[config.mk]
export PLATFORM = sky130hd
export DESIGN_NAME = morse_ram_arbiter
export DESIGN_NICKNAME = d
export VERILOG_FILES = /design/src/rtl/morse_ram_arbiter.sv
export SDC_FILE = /design/constraint.sdc
export NUM_CORES = 1
export LEC_CHECK = 0
export CAP_MARGIN = 20
export CORE_AREA = 8 8 90 92
export CTS_BUF_LIST = sky130_fd_sc_hd__clkbuf_4 sky130_fd_sc_hd__clkbuf_8 sky130_fd_sc_hd__clkbuf_16
export DETAILED_ROUTE_END_ITERATION = 12
export DIE_AREA = 0 0 98 100
export PLACE_DENSITY = 0.69
export SLEW_MARGIN = 25
export SYNTH_ARGS = -nofsm -noshare
export SYNTH_HDL_FRONTEND = slang
export SYNTH_SLANG_ARGS = --single-unit
[constraint.sdc]
create_clock -name clock -period 2.4 [get_ports clock]
set_input_delay 0.36 -clock clock [delete_from_list [all_inputs] [get_ports clock]]
set_output_delay 0.36 -clock clock [all_outputs]
set_load 0.03 [all_outputs]
[src/rtl/morse_ram_arbiter.sv]
// Round-robin owner of the single-port morse RAM (ram32x10): P1 writes, P2 and VID
// read with registered data return, plus a full-memory clear sequencer.
module morse_ram_arbiter #(
   parameter int unsigned ADDR_W = 5,
   parameter int unsigned DATA_W = 10,
   parameter int unsigned DEPTH  = 32
) (
   input  logic              clock,
   input  logic              reset,
   input  logic              write_en,
   input  logic              clear_start,
   output logic              clear_busy,
   output logic              clear_done,
   input  logic              p1_req,
   input  logic [ADDR_W-1:0] p1_addr,
   input  logic [DATA_W-1:0] p1_data,
   output logic              p1_ack,
   input  logic              p2_req,
   input  logic [ADDR_W-1:0] p2_addr,
   output logic              p2_ack,
   output logic              p2_rvalid,
   output logic [DATA_W-1:0] p2_rdata,
   input  logic              vid_req,
   input  logic [ADDR_W-1:0] vid_addr,
   output logic              vid_ack,
   output logic              vid_rvalid,
   output logic [DATA_W-1:0] vid_rdata,
   output logic [ADDR_W-1:0] ram_addr,
   output logic [DATA_W-1:0] ram_data,
   output logic              ram_wren,
   input  logic [DATA_W-1:0] ram_q
);

   typedef enum logic [1:0] {S_IDLE, S_ACCESS, S_RD_WAIT, S_CLEAR} state_e;
   typedef enum logic [1:0] {REQ_P1, REQ_P2, REQ_VID} req_e;

   state_e            state_q, state_d;
   req_e              rr_q, rr_d;
   req_e              owner_q, owner_d;
   logic              pend_q, pend_d;
   logic              busy_q, busy_d;
   logic              done_q, done_d;
   logic [2:0]        ack_q, ack_d;
   logic              p2_rvalid_q, p2_rvalid_d;
   logic              vid_rvalid_q, vid_rvalid_d;
   logic [DATA_W-1:0] p2_rdata_q, p2_rdata_d;
   logic [DATA_W-1:0] vid_rdata_q, vid_rdata_d;
   logic [ADDR_W-1:0] ram_addr_q, ram_addr_d;
   logic [DATA_W-1:0] ram_data_q, ram_data_d;
   logic              ram_wren_q, ram_wren_d;

   logic [2:0]        elig_c;
   logic [2:0]        rot_c;
   req_e              win_c;

   function automatic req_e next_req(input req_e r);
      case (r)
         REQ_P1:  return REQ_P2;
         REQ_P2:  return REQ_VID;
         default: return REQ_P1;
      endcase
   endfunction

   // Rotate eligibility so bit 0 is the requester the pointer favours, then pick the first.
   always_comb begin
      elig_c = {vid_req, p2_req, p1_req & write_en};
      case (rr_q)
         REQ_P2:  rot_c = {elig_c[0], elig_c[2], elig_c[1]};
         REQ_VID: rot_c = {elig_c[1], elig_c[0], elig_c[2]};
         default: rot_c = elig_c;
      endcase
      win_c = rr_q;
      if (!rot_c[0]) begin
         win_c = next_req(win_c);
         if (!rot_c[1]) win_c = next_req(win_c);
      end
   end

   always_comb begin
      state_d      = state_q;
      rr_d         = rr_q;
      owner_d      = owner_q;
      pend_d       = pend_q | (clear_start & (state_q != S_CLEAR));
      done_d       = 1'b0;
      ack_d        = '0;
      p2_rvalid_d  = 1'b0;
      vid_rvalid_d = 1'b0;
      p2_rdata_d   = p2_rdata_q;
      vid_rdata_d  = vid_rdata_q;
      ram_addr_d   = ram_addr_q;
      ram_data_d   = ram_data_q;
      ram_wren_d   = 1'b0;
      unique case (state_q)
         S_IDLE: begin
            if (pend_d) begin
               state_d    = S_CLEAR;
               pend_d     = 1'b0;
               ram_addr_d = '0;
               ram_data_d = '0;
               ram_wren_d = 1'b1;
            end else if (|elig_c) begin
               state_d = S_ACCESS;
               owner_d = win_c;
               rr_d    = next_req(win_c);
               case (win_c)
                  REQ_P1: begin
                     ack_d[0]   = 1'b1;
                     ram_addr_d = p1_addr;
                     ram_data_d = p1_data;
                     ram_wren_d = 1'b1;
                  end
                  REQ_P2: begin
                     ack_d[1]   = 1'b1;
                     ram_addr_d = p2_addr;
                  end
                  default: begin
                     ack_d[2]   = 1'b1;
                     ram_addr_d = vid_addr;
                  end
               endcase
            end
         end
         S_ACCESS: begin
            state_d = (owner_q == REQ_P1) ? S_IDLE : S_RD_WAIT;
         end
         S_RD_WAIT: begin
            state_d = S_IDLE;
            if (owner_q == REQ_P2) begin
               p2_rvalid_d = 1'b1;
               p2_rdata_d  = ram_q;
            end else begin
               vid_rvalid_d = 1'b1;
               vid_rdata_d  = ram_q;
            end
         end
         S_CLEAR: begin
            // ram_addr_q doubles as the sweep counter
            if (ram_addr_q == ADDR_W'(DEPTH - 1)) begin
               done_d  = 1'b1;
               state_d = S_IDLE;
            end else begin
               ram_addr_d = ram_addr_q + ADDR_W'(1);
               ram_wren_d = 1'b1;
            end
         end
      endcase
      busy_d = pend_d | (state_d == S_CLEAR);
   end

   always_ff @(posedge clock or posedge reset) begin
      if (reset) begin
         state_q      <= S_IDLE;
         rr_q         <= REQ_P1;
         owner_q      <= REQ_P1;
         pend_q       <= 1'b0;
         busy_q       <= 1'b0;
         done_q       <= 1'b0;
         ack_q        <= '0;
         p2_rvalid_q  <= 1'b0;
         vid_rvalid_q <= 1'b0;
         p2_rdata_q   <= '0;
         vid_rdata_q  <= '0;
         ram_addr_q   <= '0;
         ram_data_q   <= '0;
         ram_wren_q   <= 1'b0;
      end else begin
         state_q      <= state_d;
         rr_q         <= rr_d;
         owner_q      <= owner_d;
         pend_q       <= pend_d;
         busy_q       <= busy_d;
         done_q       <= done_d;
         ack_q        <= ack_d;
         p2_rvalid_q  <= p2_rvalid_d;
         vid_rvalid_q <= vid_rvalid_d;
         p2_rdata_q   <= p2_rdata_d;
         vid_rdata_q  <= vid_rdata_d;
         ram_addr_q   <= ram_addr_d;
         ram_data_q   <= ram_data_d;
         ram_wren_q   <= ram_wren_d;
      end
   end

   assign clear_busy = busy_q;
   assign clear_done = done_q;
   assign p1_ack     = ack_q[0];
   assign p2_ack     = ack_q[1];
   assign vid_ack    = ack_q[2];
   assign p2_rvalid  = p2_rvalid_q;
   assign p2_rdata   = p2_rdata_q;
   assign vid_rvalid = vid_rvalid_q;
   assign vid_rdata  = vid_rdata_q;
   assign ram_addr   = ram_addr_q;
   assign ram_data   = ram_data_q;
   assign ram_wren   = ram_wren_q;

endmodule

==> results of run 1 <==
[where the power goes]
| group | switching, mW | internal (mW) | total [mW] |
|---|---|---|---|
| clock network | 0.295 | 0.209 | 0.504 |
| registers | 0.223 | 1.20 | 1.42 |
| logic | 1.95 | 1.30 | 3.26 |
| total | 2.47 | 2.71 | 5.18 |
[registers in the layout, indices dropped and copies added (netlist names), 2 cells and up]
| name | cells |
|---|---|
| p2_rdata | 10 |
| owner_q | 2 |
| state_q | 2 |
| vid_rdata | 10 |
| rr_q | 2 |
| ack_q | 3 |
| ram_addr | 5 |
| ram_data | 10 |
[timing repair]
item                       CTS  global route
buffers inserted             0             1
setup endpoints to repair    0            14
gates resized for setup      0             3
[per-stage QoR]
step | hold slack [ps] | setup slack (ps) | cells | instance area, um^2
after global placement | 458.3 | 58.90 | 429 | 3490
after global routing | 387.9 | 22.14 | 438 | 3602
after floorplan | 465.4 | 247.8 | 269 | 2561
final | 362.3 | 214.9 | 438 | 3602
after detailed placement | 462.3 | 0.8782 | 429 | 3490
after CTS | 371.7 | 40.82 | 437 | 3582
[synthesized netlist by cell type, types with 5 or more instances]
cell type,number
a21oi_1,7
a22oi_1,5
a32oi_1,10
clkbuf_1,7
dfrtp_1,50
ha_1,10
inv_1,13
nand2_1,83
nand3_1,5
nor2_1,8
o21ai_0,6
o21ai_2,11
[kinds of logic (layout without fill, tap and decap cells)]
| kind of cell | after synthesis | count (layout) | share of synthesized area |
|---|---|---|---|
| muxes | 2 | 2 | 0.007817 |
| DFF | 50 | 50 | 0.4885 |
| and+or+nand+nor | 112 | 112 | 0.1861 |
| adders and majority gates | 10 | 10 | 0.04885 |
| xor gates and xnor gates | 2 | 2 | 0.006841 |
| AOI/OAI and AO/OA | 67 | 67 | 0.2081 |
| buffers and inverters | 26 | 115 | 0.05374 |
[worst paths after layout]
kind,from,to,slack [ps],cells past startpoint
max reg2reg,rr_q[1]$_DFFE_PP0P_,ram_data[0]$_DFFE_PP0P_,210,9
min reg2reg,p2_rdata[4]$_DFFE_PP0P_,p2_rdata[4]$_DFFE_PP0P_,480,2
max in group asynchronous,reset,ram_addr[2]$_DFFE_PP0P_,1530,3
min in group clock,p2_rdata[4]$_DFFE_PP0P_,p2_rdata[4]$_DFFE_PP0P_,480,2
max,rr_q[1]$_DFFE_PP0P_,ram_data[0]$_DFFE_PP0P_,210,9
min,reset,ram_data[5]$_DFFE_PP0P_,360,2
[layer usage]
metal / GRT usage / vias to the layer above
li1: - / 1103
met3: 0.02907 / 12
met4: 0.06835 / 0
met5: 0 / -
met2: 0.2429 / 55
met1: 0.1714 / 1082
[layout make-up]
type / instances / area share
clock inverter: 3 / 0.006600
clock buffer: 5 / 0.01910
multi-input combinational: 193 / 0.3289
sequential: 50 / 0.3473
inverter: 14 / 0.01459
timing repair buffer: 93 / 0.2556
tap: 80 / 0.02779
==> impl_metrics.json, run 1 <==
{
  "path_cells": "inv_2 -> ha_1 -> nand2_1 -> a31o_4 -> xnor2_1 -> a32o_2 -> buf_4 -> a32oi_1 -> o21ai_2",
  "drive_gt1_frac": 0.1397,
  "ios": 85,
  "max_slew_margin": 0.7059,
  "critPathLaunchType": "flip-flop",
  "skew_ps": 13.47,
  "grt-ovfl-total": 0,
  "finalHoldViolations": 0,
  "clock_sinks": 50,
  "maxUsedRoutingLayer": "met4",
  "max-cap-violations": 0,
  "ant_nets": 0,
  "ys_warn_count": 0,
  "cts_tree": "built",
  "ys.flop_type": "dfrtp_1",
  "cp_slowest_cell": "dfrtp_1",
  "synth-edff-count": 0,
  "wire_per_inst_um": 15.84,
  "drc_errors": 0,
  "synth_top_cell_by_area": "dfrtp_1",
  "power_density_nw_per_um2": 1439,
  "wl_met2_um": 3421,
  "synth_top_area_share": 0.4885,
  "wl_met3_um": 286,
  "synth_area_um2": 2561,
  "met1_length_um": 3060,
  "cts_max_level": 2,
  "row_count": 30,
  "start_util": 0.3855,
  "hold_path_class": "input port to asynchronous set/reset pin",
  "gp_congestion": 0.7509,
  "clk_pin_slew_worst_paths_ps": 100,
  "cp-end-kind": "flip-flop",
  "portBuffers": 84,
  "wirelength_um": 6937,
  "worstPathArrival_ps": 2380,
  "synth.avg_cell_area_um2": 9.521,
  "status": "finished, final reports clean",
  "die_width_um": 98,
  "synthTopCellsByArea": "dfrtp_1 49%, nand2_1 12%, ha_1 4.9%",
  "path_class": "flip-flop to flip-flop",
  "required_ps": 2590,
  "critPathMaxFanout": 12,
  "rsz0062_at_grt": "no",
  "final_nets": 409,
  "insertion_delay_ps": 310,
  "period_minus_slack_ps": 2185,
  "grt_pass1_wl_um": 11360,
  "finalCritPeriodShare": 0.9104,
  "track_usage": 0.1437,
  "dr.pass1.iters": 4,
  "multi_input_area_um2": 1185,
  "p_total_mw": 5.183,
  "yosysUniqueCellTypes": 44,
  "cts_hold_buf": 0,
  "fmax_mhz": 457.7,
  "syn_inst": 269,
  "worst_slew_pin_slew_ps": 441.2,
  "root_buffer": "clkbuf_8",
  "ys_seq_elements": 50,
  "antenna_cells": 0,
  "syn2layout_area_growth_pct": 40.64,
  "drt-initial-drc-count": 83,
  "crit_family": "compound AO/OA/AOI/OAI gates",
  "peakVddDrop_uv": 612.1,
  "leakage_nw": 1.620,
  "die_h_um": 100,
  "register_area_um2": 1251,
  "die_area_um2": 9800,
  "cts_made_buffers": 5,
  "hpwl_um": 5328,
  "viasPerCell": 5.142,
  "crit_buf_inv": 2,
  "final_cell_mix": "84 x clkdlybuf4s50_1, 83 x nand2_1, 50 x dfrtp_1",
  "antenna_found_initial": 0,
  "grt_start_max_net_pins": 33,
  "seq_area_frac_synth": 0.4885,
  "num_vias": 2252,
  "fillCellCount": 593,
  "mostFrequentLayoutCell": "clkdlybuf4s50_1",
  "grt_pass1_vias": 2318,
  "syn_nets": 321,
  "slowest_delay_ps": 410,
  "tns_ps": 0,
  "slew_violations": 0,
  "finalSetupViolCount": 0,
  "fin_util": 0.5422,
  "async_flop_share": 1.000,
  "clockBufferDepth": 2,
  "core_um2": 6644
}
Note: power is estimated with default switching activity, not from simulation.
==> inputs of run 2 (changes only) <==
CORE_AREA = 8 8 94 96   (was 8 8 90 92)
DIE_AREA = 0 0 102 104   (was 0 0 98 100)
GPL_TIMING_DRIVEN = 0   (was not set)
PLACE_DENSITY = not set   (was 0.69)
==> run 2 against run 1 <==
  * Die area increased by 8.2%
  * Global-route usage decreased by 1.5 points
  * Cell area increased by 1.4%
  * Core utilization fell by 5.2 points
  * Clock power up 25%
  * Final cell count is 5.7% higher
  * Via count fell by 2.3%
  * Clock skew is 2.2 ps higher
  * Critical path type unchanged
  * Largest power group unchanged
  * Highest routed layer unchanged
==> impl_metrics.json, run 2 (synthesized netlist as in run 1, its figures left out) <==
{
  "die_h_um": 104,
  "stdcell_area_um2": 3654,
  "worstPathArrival_ps": 2440,
  "grt_pass1_wl_um": 11070,
  "required_ps": 2580,
  "clockPowerShare": 0.118,
  "worst_slew_pin_slew_ps": 743.3,
  "leakage_nw": 1.633,
  "fmax_mhz": 443.1,
  "tns_ps": 0,
  "track_usage": 0.1291,
  "crit_buf_inv": 3,
  "finalHoldViolations": 0,
  "mostFrequentLayoutCell": "clkdlybuf4s50_1",
  "wirelength_um": 6830,
  "wire_per_inst_um": 14.75,
  "slew_violations": 0,
  "switching_share": 0.4609,
  "insertion_delay_ps": 310,
  "grt_pass1_vias": 2234,
  "antenna_cells": 0,
  "path_cells": "inv_1 -> ha_1 -> buf_6 -> nor2_2 -> a31o_4 -> xnor2_1 -> a32o_2 -> buf_6 -> a32oi_1 -> o21ai_2",
  "drive_gt1_frac": 0.1219,
  "hpwl_um": 5185,
  "num_vias": 2200,
  "final_cell_mix": "84 x clkdlybuf4s50_1, 83 x nand2_1, 50 x dfrtp_1",
  "row_count": 32,
  "status": "finished, final reports clean",
  "portBuffers": 84,
  "dpl-instance-area_um2": 3532,
  "viasPerCell": 4.752,
  "r2r_slack_ps": 140,
  "pwr-share-comb": 0.615,
  "max_slew_margin": 0.5015,
  "cp-end-kind": "flip-flop",
  "slowest_delay_ps": 460,
  "grt_start_max_net_pins": 51,
  "drt-initial-drc-count": 56,
  "crit_family": "compound AO/OA/AOI/OAI gates",
  "clockBufferDepth": 2,
  "power.switching_mw": 2.462,
  "cts_max_level": 2,
  "hold_path_class": "input port to asynchronous set/reset pin",
  "cts_tree": "built",
  "path_class": "flip-flop to flip-flop",
  "clock_sinks": 50,
  "skew_ps": 15.72,
  "finalCritPeriodShare": 0.9404,
  "pwr-share-seq": 0.267,
  "start_util": 0.3439,
  "period_minus_slack_ps": 2257,
  "cts_made_buffers": 5,
  "gp_congestion": 0.7958,
  "die_area_um2": 10610,
  "finalSetupViolCount": 0,
  "peakVddDrop_uv": 510.6,
  "cts_hold_buf": 0,
  "cts_setup_buffers": 0,
  "syn2layout_area_growth_pct": 42.65,
  "antenna_found_initial": 0,
  "clk_pin_slew_worst_paths_ps": 90,
  "core_um2": 7447,
  "final_nets": 412,
  "rsz0062_at_grt": "no",
  "ant_nets": 0,
  "cp_common_cell": "buf_6",
  "power_density_nw_per_um2": 1462,
  "root_buffer": "clkbuf_8",
  "dr.pass1.iters": 4,
  "cts-resized-gates": 0,
  "p_int_mw": 2.879,
  "cp_slowest_cell": "dfrtp_1",
  "max-cap-violations": 0,
  "ios": 85,
  "drc_errors": 0,
  "critPathMaxFanout": 10,
  "die_width_um": 102,
  "grt-ovfl-total": 0,
  "critPathLaunchType": "flip-flop"
}
run 2: changes by cell type in the layout (fill, tap and decap cells not counted), sizes merged:
cell | previous run | this run
buf | 9 | 5
bufinv | 0 | 1
clkbuf | 5 | 13
clkinvlp | 2 | 0
run 2: final cells by class:
type | count | area (um^2)
fillers | 723 | 3794
clock inverters | 2 | 38.79
inverters | 14 | 55.05
multi-input cells | 193 | 1172
flip-flops and latches | 50 | 1251
well taps | 102 | 127.6
clock buffers | 6 | 82.58
plain buffers | 12 | 85.08
repair buffers | 84 | 840.8
run 2: power by group through the flow:
stage               Sequential, mW  Clock (mW)  Combinational (mW)
CTS                           1.43       0.650                3.33
detailed placement            1.44           0                3.32
floorplan                     2.00           0                1.65
global route                  1.48       0.682                3.56
finish                        1.42       0.632                3.28
global placement              1.44           0                3.29
run 2: path summary, 6_finish.rpt:
kind | startpoint | to | cells past startpoint
min | reset | ram_data[5]$_DFFE_PP0P_ | 2
min in group clock | p2_rdata[7]$_DFFE_PP0P_ | p2_rdata[7]$_DFFE_PP0P_ | 2
max in group asynchronous | reset | ack_q[2]$_DFF_PP0_ | 2
max reg2reg | rr_q[0]$_DFFE_PP0P_ | ram_data[8]$_DFFE_PP0P_ | 10
min reg2reg | p2_rdata[7]$_DFFE_PP0P_ | p2_rdata[7]$_DFFE_PP0P_ | 2
max | rr_q[0]$_DFFE_PP0P_ | ram_data[8]$_DFFE_PP0P_ | 10
run 2: metal layers:
layer | share of wire | routed length (um) | global-route usage
met5 | 0 | 0 | 0
met4 | 0.013 | 92 | 0.04407
met3 | 0.040 | 274 | 0.02142
met2 | 0.49 | 3373 | 0.2220
met1 | 0.45 | 3091 | 0.1561
run 2: stage by stage:
step	power (mW)	worst slack, ps	utilization	cells	hold slack, ps
floorplan	3.649	247.8	-	269	465.4
global placement	4.730	-221.3	0.4740	455	457.4
detailed placement	4.755	-50.99	0.4743	455	462.4
CTS	5.407	145.0	0.4906	463	487.1
global route	5.718	4.976	0.4906	463	512.7
finish	5.341	143.0	0.4906	463	480.1
run 2: worst reg2reg max path, cell delays in order, from the launching register on:
cell	delay (ps)
dfrtp_1	460
inv_1	100
ha_1	300
buf_6	130
nor2_2	50
a31o_4	220
xnor2_1	120
a32o_2	320
buf_6	160
a32oi_1	220
o21ai_2	70
